File: config.mk
export PLATFORM = sky130hd
export DESIGN_NAME = traffic_light_sequencer_flat
export DESIGN_NICKNAME = d
export VERILOG_FILES = /design/src/rtl/traffic_light_sequencer_pkg.sv /design/src/rtl/traffic_light_sequencer_if.sv /design/src/rtl/traffic_light_sequencer_phase_timer.sv /design/src/rtl/traffic_light_sequencer.sv /design/src/flat_wrapper.sv
export SDC_FILE = /design/constraint.sdc
export NUM_CORES = 1
export LEC_CHECK = 0
export CAP_MARGIN = 20
export CORE_ASPECT_RATIO = 1.1
export CORE_MARGIN = 2
export CORE_UTILIZATION = 45
export DETAILED_ROUTE_END_ITERATION = 8
export PLACE_DENSITY_LB_ADDON = 0.3
export RECOVER_POWER = 25
export SETUP_SLACK_MARGIN = 0.3
export SYNTH_ARGS = -nofsm -noshare
export SYNTH_HDL_FRONTEND = slang
export SYNTH_HIERARCHICAL = 1
export SYNTH_SLANG_ARGS = --single-unit
File: constraint.sdc
create_clock -name i_clock -period 2.3 [get_ports i_clock]
set_input_delay 0.575 -clock i_clock [delete_from_list [all_inputs] [get_ports i_clock]]
set_output_delay 0.575 -clock i_clock [all_outputs]
set_load 0.005 [all_outputs]
File: src/rtl/traffic_light_sequencer_pkg.sv
// Shared definitions for the two-way traffic controller and its lamp sequencer:
// phase encoding, lamp bit positions and default phase timings.
package traffic_pkg;

    localparam logic [2:0] ST_NS_GREEN  = 3'd0;
    localparam logic [2:0] ST_NS_YELLOW = 3'd1;
    localparam logic [2:0] ST_RED_TO_EW = 3'd2;
    localparam logic [2:0] ST_EW_GREEN  = 3'd3;
    localparam logic [2:0] ST_EW_YELLOW = 3'd4;
    localparam logic [2:0] ST_RED_TO_NS = 3'd5;

    typedef enum logic [2:0] {
        NS_GREEN  = ST_NS_GREEN,
        NS_YELLOW = ST_NS_YELLOW,
        RED_TO_EW = ST_RED_TO_EW,
        EW_GREEN  = ST_EW_GREEN,
        EW_YELLOW = ST_EW_YELLOW,
        RED_TO_NS = ST_RED_TO_NS
    } state_t;

    // Bit positions inside a per-approach lamp vector
    localparam int RED    = 0;
    localparam int YELLOW = 1;
    localparam int GREEN  = 2;

    typedef logic [2:0] lamp_t;

    localparam int DEF_MIN_GREEN    = 4;
    localparam int DEF_YELLOW_TIME  = 2;
    localparam int DEF_ALL_RED_TIME = 1;
    localparam int DEF_CNT_W        = 8;

    function automatic logic is_transition(input state_t s);
        return (s == NS_YELLOW) || (s == RED_TO_EW) ||
               (s == EW_YELLOW) || (s == RED_TO_NS);
    endfunction

endpackage

File: src/rtl/traffic_light_sequencer_if.sv
// Request/lamp bundle between the traffic controller (master) and the
// lamp sequencer (slave); names are from the sequencer's point of view.
interface traffic_light_sequencer_if;

    logic i_Ewgreen;
    logic i_Nsgreen;
    logic o_Ewred;
    logic o_Ewyellow;
    logic o_Ewgreen;
    logic o_Nsred;
    logic o_Nsyellow;
    logic o_Nsgreen;
    logic o_busy;

    modport master (
        output i_Ewgreen, i_Nsgreen,
        input  o_Ewred, o_Ewyellow, o_Ewgreen,
        input  o_Nsred, o_Nsyellow, o_Nsgreen, o_busy
    );

    modport slave (
        input  i_Ewgreen, i_Nsgreen,
        output o_Ewred, o_Ewyellow, o_Ewgreen,
        output o_Nsred, o_Nsyellow, o_Nsgreen, o_busy
    );

endinterface

File: src/rtl/traffic_light_sequencer_phase_timer.sv
// Saturating phase timer: counts cycles spent in the current phase, clears
// synchronously on reset or on a phase change and sticks at all-ones.
module phase_timer #(
    parameter int CNT_W = 8
) (
    input  logic             i_clock,
    input  logic             i_reset,
    input  logic             i_clear,
    output logic [CNT_W-1:0] o_count
);

    logic [CNT_W-1:0] r_count;

    always_ff @(posedge i_clock) begin
        if (i_reset || i_clear) begin
            r_count <= '0;
        end else if (r_count != {CNT_W{1'b1}}) begin
            r_count <= r_count + CNT_W'(1);
        end
    end

    assign o_count = r_count;

endmodule

File: src/rtl/traffic_light_sequencer.sv
// Turns the controller's raw green-direction request into a timed, safe
// six-phase lamp sequence with minimum green, yellow and all-red clearance.
module traffic_light_sequencer
    import traffic_pkg::*;
#(
    parameter int MIN_GREEN    = DEF_MIN_GREEN,
    parameter int YELLOW_TIME  = DEF_YELLOW_TIME,
    parameter int ALL_RED_TIME = DEF_ALL_RED_TIME,
    parameter int CNT_W        = DEF_CNT_W
) (
    input  logic                      i_clock,
    input  logic                      i_reset,
    traffic_light_sequencer_if.slave  bus
);

    localparam logic [CNT_W-1:0] C_GREEN_LAST  = CNT_W'(MIN_GREEN - 1);
    localparam logic [CNT_W-1:0] C_YELLOW_LAST = CNT_W'(YELLOW_TIME - 1);
    localparam logic [CNT_W-1:0] C_RED_LAST    = CNT_W'(ALL_RED_TIME - 1);

    state_t           r_state;
    state_t           w_next;
    logic [CNT_W-1:0] w_timer;
    logic             w_clear;
    logic             w_want_ew;
    logic             w_want_ns;
    lamp_t            w_ew_lamp;
    lamp_t            w_ns_lamp;
    logic             w_conflict;

    phase_timer #(
        .CNT_W (CNT_W)
    ) u_phase_timer (
        .i_clock (i_clock),
        .i_reset (i_reset),
        .i_clear (w_clear),
        .o_count (w_timer)
    );

    // Contradictory or empty requests decode to neither, i.e. hold the current green
    assign w_want_ew = bus.i_Ewgreen & ~bus.i_Nsgreen;
    assign w_want_ns = bus.i_Nsgreen & ~bus.i_Ewgreen;

    always_ff @(posedge i_clock) begin
        if (i_reset) begin
            r_state <= NS_GREEN;
        end else begin
            r_state <= w_next;
        end
    end

    always_comb begin
        w_next    = r_state;
        w_ew_lamp = '0;
        w_ns_lamp = '0;
        case (r_state)
            NS_GREEN: begin
                w_ns_lamp[GREEN] = 1'b1;
                w_ew_lamp[RED]   = 1'b1;
                if ((w_timer >= C_GREEN_LAST) && w_want_ew) begin
                    w_next = NS_YELLOW;
                end
            end
            NS_YELLOW: begin
                w_ns_lamp[YELLOW] = 1'b1;
                w_ew_lamp[RED]    = 1'b1;
                if (w_timer == C_YELLOW_LAST) begin
                    w_next = RED_TO_EW;
                end
            end
            RED_TO_EW: begin
                w_ns_lamp[RED] = 1'b1;
                w_ew_lamp[RED] = 1'b1;
                if (w_timer == C_RED_LAST) begin
                    w_next = EW_GREEN;
                end
            end
            EW_GREEN: begin
                w_ew_lamp[GREEN] = 1'b1;
                w_ns_lamp[RED]   = 1'b1;
                if ((w_timer >= C_GREEN_LAST) && w_want_ns) begin
                    w_next = EW_YELLOW;
                end
            end
            EW_YELLOW: begin
                w_ew_lamp[YELLOW] = 1'b1;
                w_ns_lamp[RED]    = 1'b1;
                if (w_timer == C_YELLOW_LAST) begin
                    w_next = RED_TO_NS;
                end
            end
            RED_TO_NS: begin
                w_ns_lamp[RED] = 1'b1;
                w_ew_lamp[RED] = 1'b1;
                if (w_timer == C_RED_LAST) begin
                    w_next = NS_GREEN;
                end
            end
            default: begin
                w_ns_lamp[RED] = 1'b1;
                w_ew_lamp[RED] = 1'b1;
                w_next         = NS_GREEN;
            end
        endcase
    end

    assign w_clear = (w_next != r_state);

    // Last-line guard: if both approaches ever decode non-red, show all red
    assign w_conflict = ~w_ew_lamp[RED] & ~w_ns_lamp[RED];

    assign bus.o_Ewred    = w_conflict | w_ew_lamp[RED];
    assign bus.o_Ewyellow = ~w_conflict & w_ew_lamp[YELLOW];
    assign bus.o_Ewgreen  = ~w_conflict & w_ew_lamp[GREEN];
    assign bus.o_Nsred    = w_conflict | w_ns_lamp[RED];
    assign bus.o_Nsyellow = ~w_conflict & w_ns_lamp[YELLOW];
    assign bus.o_Nsgreen  = ~w_conflict & w_ns_lamp[GREEN];
    assign bus.o_busy     = is_transition(r_state);

endmodule

File: src/flat_wrapper.sv
// flat-port wrapper written by rule: the top's interface ports become plain ports
module traffic_light_sequencer_flat import traffic_pkg::*;
#(
    parameter int MIN_GREEN    = DEF_MIN_GREEN,
    parameter int YELLOW_TIME  = DEF_YELLOW_TIME,
    parameter int ALL_RED_TIME = DEF_ALL_RED_TIME,
    parameter int CNT_W        = DEF_CNT_W
)
  (i_clock, i_reset, bus_i_Ewgreen, bus_i_Nsgreen, bus_o_Ewred, bus_o_Ewyellow, bus_o_Ewgreen, bus_o_Nsred, bus_o_Nsyellow, bus_o_Nsgreen, bus_o_busy);
  traffic_light_sequencer_if bus_i ();
  input  logic i_clock;
  input  logic i_reset;
  input wire logic [$bits(bus_i.i_Ewgreen)-1:0] bus_i_Ewgreen;
  input wire logic [$bits(bus_i.i_Nsgreen)-1:0] bus_i_Nsgreen;
  output wire logic [$bits(bus_i.o_Ewred)-1:0] bus_o_Ewred;
  output wire logic [$bits(bus_i.o_Ewyellow)-1:0] bus_o_Ewyellow;
  output wire logic [$bits(bus_i.o_Ewgreen)-1:0] bus_o_Ewgreen;
  output wire logic [$bits(bus_i.o_Nsred)-1:0] bus_o_Nsred;
  output wire logic [$bits(bus_i.o_Nsyellow)-1:0] bus_o_Nsyellow;
  output wire logic [$bits(bus_i.o_Nsgreen)-1:0] bus_o_Nsgreen;
  output wire logic [$bits(bus_i.o_busy)-1:0] bus_o_busy;
  assign bus_i.i_Ewgreen = bus_i_Ewgreen;
  assign bus_i.i_Nsgreen = bus_i_Nsgreen;
  assign bus_o_Ewred = bus_i.o_Ewred;
  assign bus_o_Ewyellow = bus_i.o_Ewyellow;
  assign bus_o_Ewgreen = bus_i.o_Ewgreen;
  assign bus_o_Nsred = bus_i.o_Nsred;
  assign bus_o_Nsyellow = bus_i.o_Nsyellow;
  assign bus_o_Nsgreen = bus_i.o_Nsgreen;
  assign bus_o_busy = bus_i.o_busy;
  traffic_light_sequencer #(.MIN_GREEN(MIN_GREEN), .YELLOW_TIME(YELLOW_TIME), .ALL_RED_TIME(ALL_RED_TIME), .CNT_W(CNT_W)) u_core (.i_clock(i_clock), .i_reset(i_reset), .bus(bus_i));
endmodule
# [After elaboration in Yosys (flattened, before gate mapping)]
# Cells that the tools add are included.
[totals] ff_bits=11 input_bits=4 wordCells=47 out_inout_bits=7
[classes] bitwise_logic=12 order_cmp=1 mux=13 add_sub_neg=1 n_eq_ne=8 reduce_logical=10
[op_table] op="2-to-1 mux 3 bit" count=6
[op_table] op="one-hot mux 3 bit (6 select lines)" count=1
[op_table] op="adder 8 x 1 -> 8 bit (second input constant)" count=1
[op_table] op="== test 8 x 1 -> 1 bit (second input constant)" count=1
[op_table] op="greater-or-equal comparator 8 x 2 -> 1 bit (second input constant)" count=1
[op_table] op="zero test 8 bit" count=1
[op_table] op="inequality test 8 bit (second input constant)" count=1
[op_table] op="AND 1 bit" count=7
[op_table] op="== test 3 x 2 -> 1 bit (second input constant)" count=2
[op_table] op="== test 3 bit (second input constant)" count=2
[op_table] op="2-to-1 mux 1 bit" count=6
[op_table] op="logical OR 1 bit" count=4
[op_table] op="OR reduction 2 bit" count=2
[op_table] op="== test 3 x 1 -> 1 bit (second input constant)" count=1
[op_table] op="zero test 3 bit" count=1
[op_table] op="inequality test 3 bit" count=1
[op_table] op="NOT 1 bit" count=3
[op_table] op="logical AND 1 bit" count=2
[op_table] op="OR 1 bit" count=2

# [Logic depth before layout (Yosys ltp)]
[logic_depth] word_depth=7 mapped_depth=9 ltp_nobuf=7

# [Modules after synthesis]
# Netlist, hierarchy kept.
[by_module_without_submodules] module="phase_timer" n_inst=1 area_per_inst_um2=422.9 seq_area_each_um2=160.2 cells_each=50
[by_module_without_submodules] module="traffic_light_sequencer" n_inst=1 area_per_inst_um2=394.1 seq_area_each_um2=60.1 cells_each=56

# [Worst setup path after synthesis]
# Ideal clock, no wire load.
[synth_timing] path_kind="flip-flop to flip-flop" start="register u_core.u_phase_timer.r_count[7], in the netlist u_core/u_phase_timer/o_count[7]" end="register u_core.u_phase_timer.r_count[0], in the netlist u_core/u_phase_timer/o_count[0]" required_time_ns=2.178 path_buffers=1 period_less_slack_ns=1.873 stages_incl_launch_ff=9 path_slack_ns=0.427 setup_time_ns=0.122 arrival_ns=1.751 cell_sequence="dfxtp_1 or4_4 nor3_1 and4_1 a221oi_1 nand2_1 or2_2 clkbuf_2 nor3_1"
[synth_between] elab_chain_cells=6 word_cells_on_any_way=15 classes_between="order compare: 1; eq/ne: 3; mux: 7; reduce/logical: 4"
[synth_rtl] item="start: declaration" line_no="traffic_light_sequencer_phase_timer.sv:12" text="logic [CNT_W-1:0] r_count;"
[synth_rtl] item="start signal: assignment" line_no="traffic_light_sequencer_phase_timer.sv:18" text="r_count <= r_count + CNT_W'(1);"
[synth_rtl] item="greater-or-equal comparator 8 x 2 -> 1 bit" line_no="traffic_light_sequencer.sv:59, traffic_light_sequencer.sv:80"
[synth_rtl] item="logical AND 1 bit (on tied branches)" line_no="traffic_light_sequencer.sv:80, traffic_light_sequencer.sv:59"
[synth_rtl] item="2-to-1 mux 3 bit (on tied branches)" line_no="traffic_light_sequencer.sv:80, traffic_light_sequencer.sv:59"
[synth_rtl] item="one-hot mux 3 bit (6 select lines) *" line_no="traffic_light_sequencer.sv:55" text="case (r_state)"
[synth_rtl] item="inequality test 3 bit *" line_no="traffic_light_sequencer.sv:106" text="assign w_clear = (w_next != r_state);"
[synth_rtl] item="net u_core.w_clear" line_no="traffic_light_sequencer.sv:23" text="logic w_clear;"
[synth_rtl] item="logical OR 1 bit *" line_no="traffic_light_sequencer_phase_timer.sv:15" text="if (i_reset || i_clear) begin"
# The timed path passes the listed nets; every way through them passes the cells marked *.
# A chain may end at the register's enable or synchronous reset.

# [Worst setup path in the final report]
[layout_timing] start="register u_core.u_phase_timer.r_count[7], in the netlist u_core/u_phase_timer/o_count[7]" end="register u_core.u_phase_timer.r_count[1], in the netlist u_core/u_phase_timer/o_count[1]"
# The elaborated chain is that of the path after synthesis.

==> impl_results.md <==
- Tightest Hold Check Type: flop to flop
- Largest family of logic cells by synthesized area: simple AND/OR/NAND/NOR gates
- Sequential fraction of the synthesis area: 27.0%
- I/O pins: 11
- Ant. Diodes: 0
- Iter 0 DRT Violations: 21
- Cell variety after synth: 38
- Mapped Nets: 111
- Post-synth EDFFs: 0
- Layout Utilization: 58.8%
- Max cap viols: 0
- Placed insts: 136
- Crit. End Element: flop
- Wirelength per Cell: 15.6 um
- P&R area growth vs syn: 25.3%
- Cell count after synthesis: 106
- Fin worst setup slack: 0.328 ns
- Synth Area per Inst: 7.71 um^2
- CTS buffer count: 3
- Hold_ws: 0.487 ns
- Syn. warnings: 6
- Post-synth top area share: 27.0%
- Worst Path Arrival: 2.12 ns
- Mapped Area: 817 um^2
- Routed Antenna Nets: 0
- Post-place setup slack: -0.0388 ns
- Die W: 44.6 um
- Core outline area: 0.00174 mm^2
- Slew Limit Fails: 0
- Largest net degree at the start of global routing: 11
- Total track usage: 22.1%
- FMAX: 507 MHz
- Dpl cell area: 961 um^2
- Clk root buf: clkbuf_4
- # port buffers: 10
- First-pass GRT wire length: 3.67 mm
- # DRC: 0
- Rel. slew slack: 66.3%
- Crit path required time: 2.44 ns
- Multi-input gate area: 559 um^2
- Clock period minus worst slack: 1.97 ns
- Power Density: 493 mW/mm^2
- Adder-cell share of the synthesized area: 1.53%
- Vias in the first global route: 819
- FF/Latch Area: 231 um^2
- Final clock period utilization by the worst path: 85.7%
- Remaining Overflow, GRT: 0
- Worst VDD drop: 0.000395 V
- Multiplexer share of the synthesized area: 0%
- Leading cell types by count after synthesis: dfxtp_1 (11), nand2_1 (9), nor2_1 (9)
- TritonCTS clock tree: yes
- CP startpoint kind: flop
- Die H: 48.7 um
- NumNets Final: 129
- Complex-gate fraction of the synthesized area: 24.5%
- WS Path Type: flop to flop
- Post-DR vias/cell: 6.54
- FF+latch count, synth: 11
- Pre-Repair DR Iteration Count: 5
- DIE AREA: 0.00217 mm^2
- Unrepaired setup endpoints after global routing: no
- H-tree depth: 1
- Top FF cell, synth: dfxtp_1
- Gpl congestion: 0.909
- Clock sink count: 11
- Worst-path clk slew: 0.07 ns
- Finished Cell Area: 0.00102 mm^2
- Final Setup Violations: 0
- Status: finished clean
- Synth area leaders: dfxtp_1 (27%), nor3_1 (4.9%), nand2_1 (4.1%)
- Worst Max-Slew Pin Slew: 0.501 ns
- Row count: 16
- Clock Latency Late Sink: 0.26 ns
- Post-Synth Simple-Gate Area: 39.8%
- P_leak: 0.416 nW
- Most frequent cell after synthesis: dfxtp_1
- Fin Clk Skew: 0.00616 ns
- Total Routed Length: 2.20 mm
- Reg2reg setup slack: 0.33 ns
- Hpwl dp: 1.48 mm
- Final hold vios: 0
- Initial Utilization: 46.9%
- Async set-reset flop share out of synthesis: 0%
- FILL cells: 159
- DR vias: 922
- CP max FO: 8
- Final Non-Filler Cells: 141
- Antenna violations before repair: 0
- Layout cell share with drive strength beyond 1: 22.8%
- Post-synthesis xor/xnor area fraction: 1.07%
- Biggest area consumer among synthesized cells: dfxtp_1
- Bufs on Longest Clock Path: 2
kinds of logic (layout without fill, tap and decap cells):
family,Yosys count,in the layout
AOI/OAI and AO/OA,28,28
xor gates and xnor gates,1,1
adders and majority gates,1,1
buffers and inverters,9,26
DFF,11,11
and+or+nand+nor,56,56
stage by stage:
step / setup TNS (ns) / power [W]
3_5_place_dp: -0.185 / 0.000383
6_report: 0 / 0.000505
3_3_place_gp: -0.0160 / 0.000381
5_1_grt: 0 / 0.000542
4_1_cts: 0 / 0.000513
2_1_floorplan: 0 / 0.000321
final timing paths:
kind	start	to	cells past startpoint
setup reg to reg	u_core/u_phase_timer/o_count[7]$_SDFFE_PP0P_	u_core/u_phase_timer/o_count[1]$_SDFFE_PP0P_	7
setup / recovery	u_core/u_phase_timer/o_count[7]$_SDFFE_PP0P_	u_core/u_phase_timer/o_count[1]$_SDFFE_PP0P_	7
hold reg to reg	u_core/r_state[2]$_SDFF_PP0_	u_core/r_state[1]$_SDFF_PP0_	1
hold / removal	u_core/r_state[2]$_SDFF_PP0_	u_core/r_state[1]$_SDFF_PP0_	1
repair_timing:
item / in CTS / in global routing
pin swaps: 0 / 1
buffers inserted: 1 / 0
endpoints found under the setup margin: 15 / 10
resized for setup: 13 / 12
hold buffers: 0 / 0
endpoints found under the hold margin: 0 / 0
routing by layer:
layer	vias to the layer above	GRT usage, %	share of wire [%]
met5	-	0	0
met4	0	12.1	1.2
met3	8	3.36	8.1
met2	58	34.1	50
met1	424	28.6	40
li1	432	-	-
worst max-delay path, stage by stage, from the launching register on:
cell      delay (ns)
dfxtp_1         0.36
or4_1           0.56
nor3_1          0.29
and4_1          0.25
a221oi_1        0.06
nand2_1         0.10
or2_4           0.18
a21oi_1         0.06
layout by cell type, fill, tap and decap left out, types with 2 or more instances in the layout:
cell type,instances
nand2_1,9
dfxtp_4,3
a31oi_1,5
dlygate4sd2_1,4
a21oi_1,4
and4_1,2
dfxtp_1,8
nor3b_1,2
buf_4,9
or3_1,2
nor4_1,3
nor3_2,2
nor2_1,6
dlymetal6s2s_1,4
or2_4,2
inv_1,3
and3_1,2
nor3_1,8
nor2_2,3
a211oi_2,2
nand3_1,6
clkbuf_4,3
a21boi_0,2
nand4_1,3
o21ai_0,6
nand2b_1,3
clkdlybuf4s50_1,2
registers in the layout, summed over array words and instances, names as in the netlist:
name,count
u_core/u_phase_timer/o_count,8
u_core/r_state,3
report_power, final:
part	internal, W	switching [W]	total (W)	leakage (nW)
logic	0.0000707	0.0000894	0.000160	0.309
registers	0.000201	0.0000162	0.000217	0.0917
clock network	0.0000670	0.0000607	0.000128	0.0150
total	0.000339	0.000166	0.000505	0.416
area by class of cell:
class                      instances  share of cell area, %
multi-input combinational         86                   54.6
tap                               18                   2.20
inverter                           3                   1.10
clock buffer                       4                   2.57
sequential                        11                   22.6
timing repair buffer              19                   16.9
Note: power is estimated with default switching activity, not from simulation.
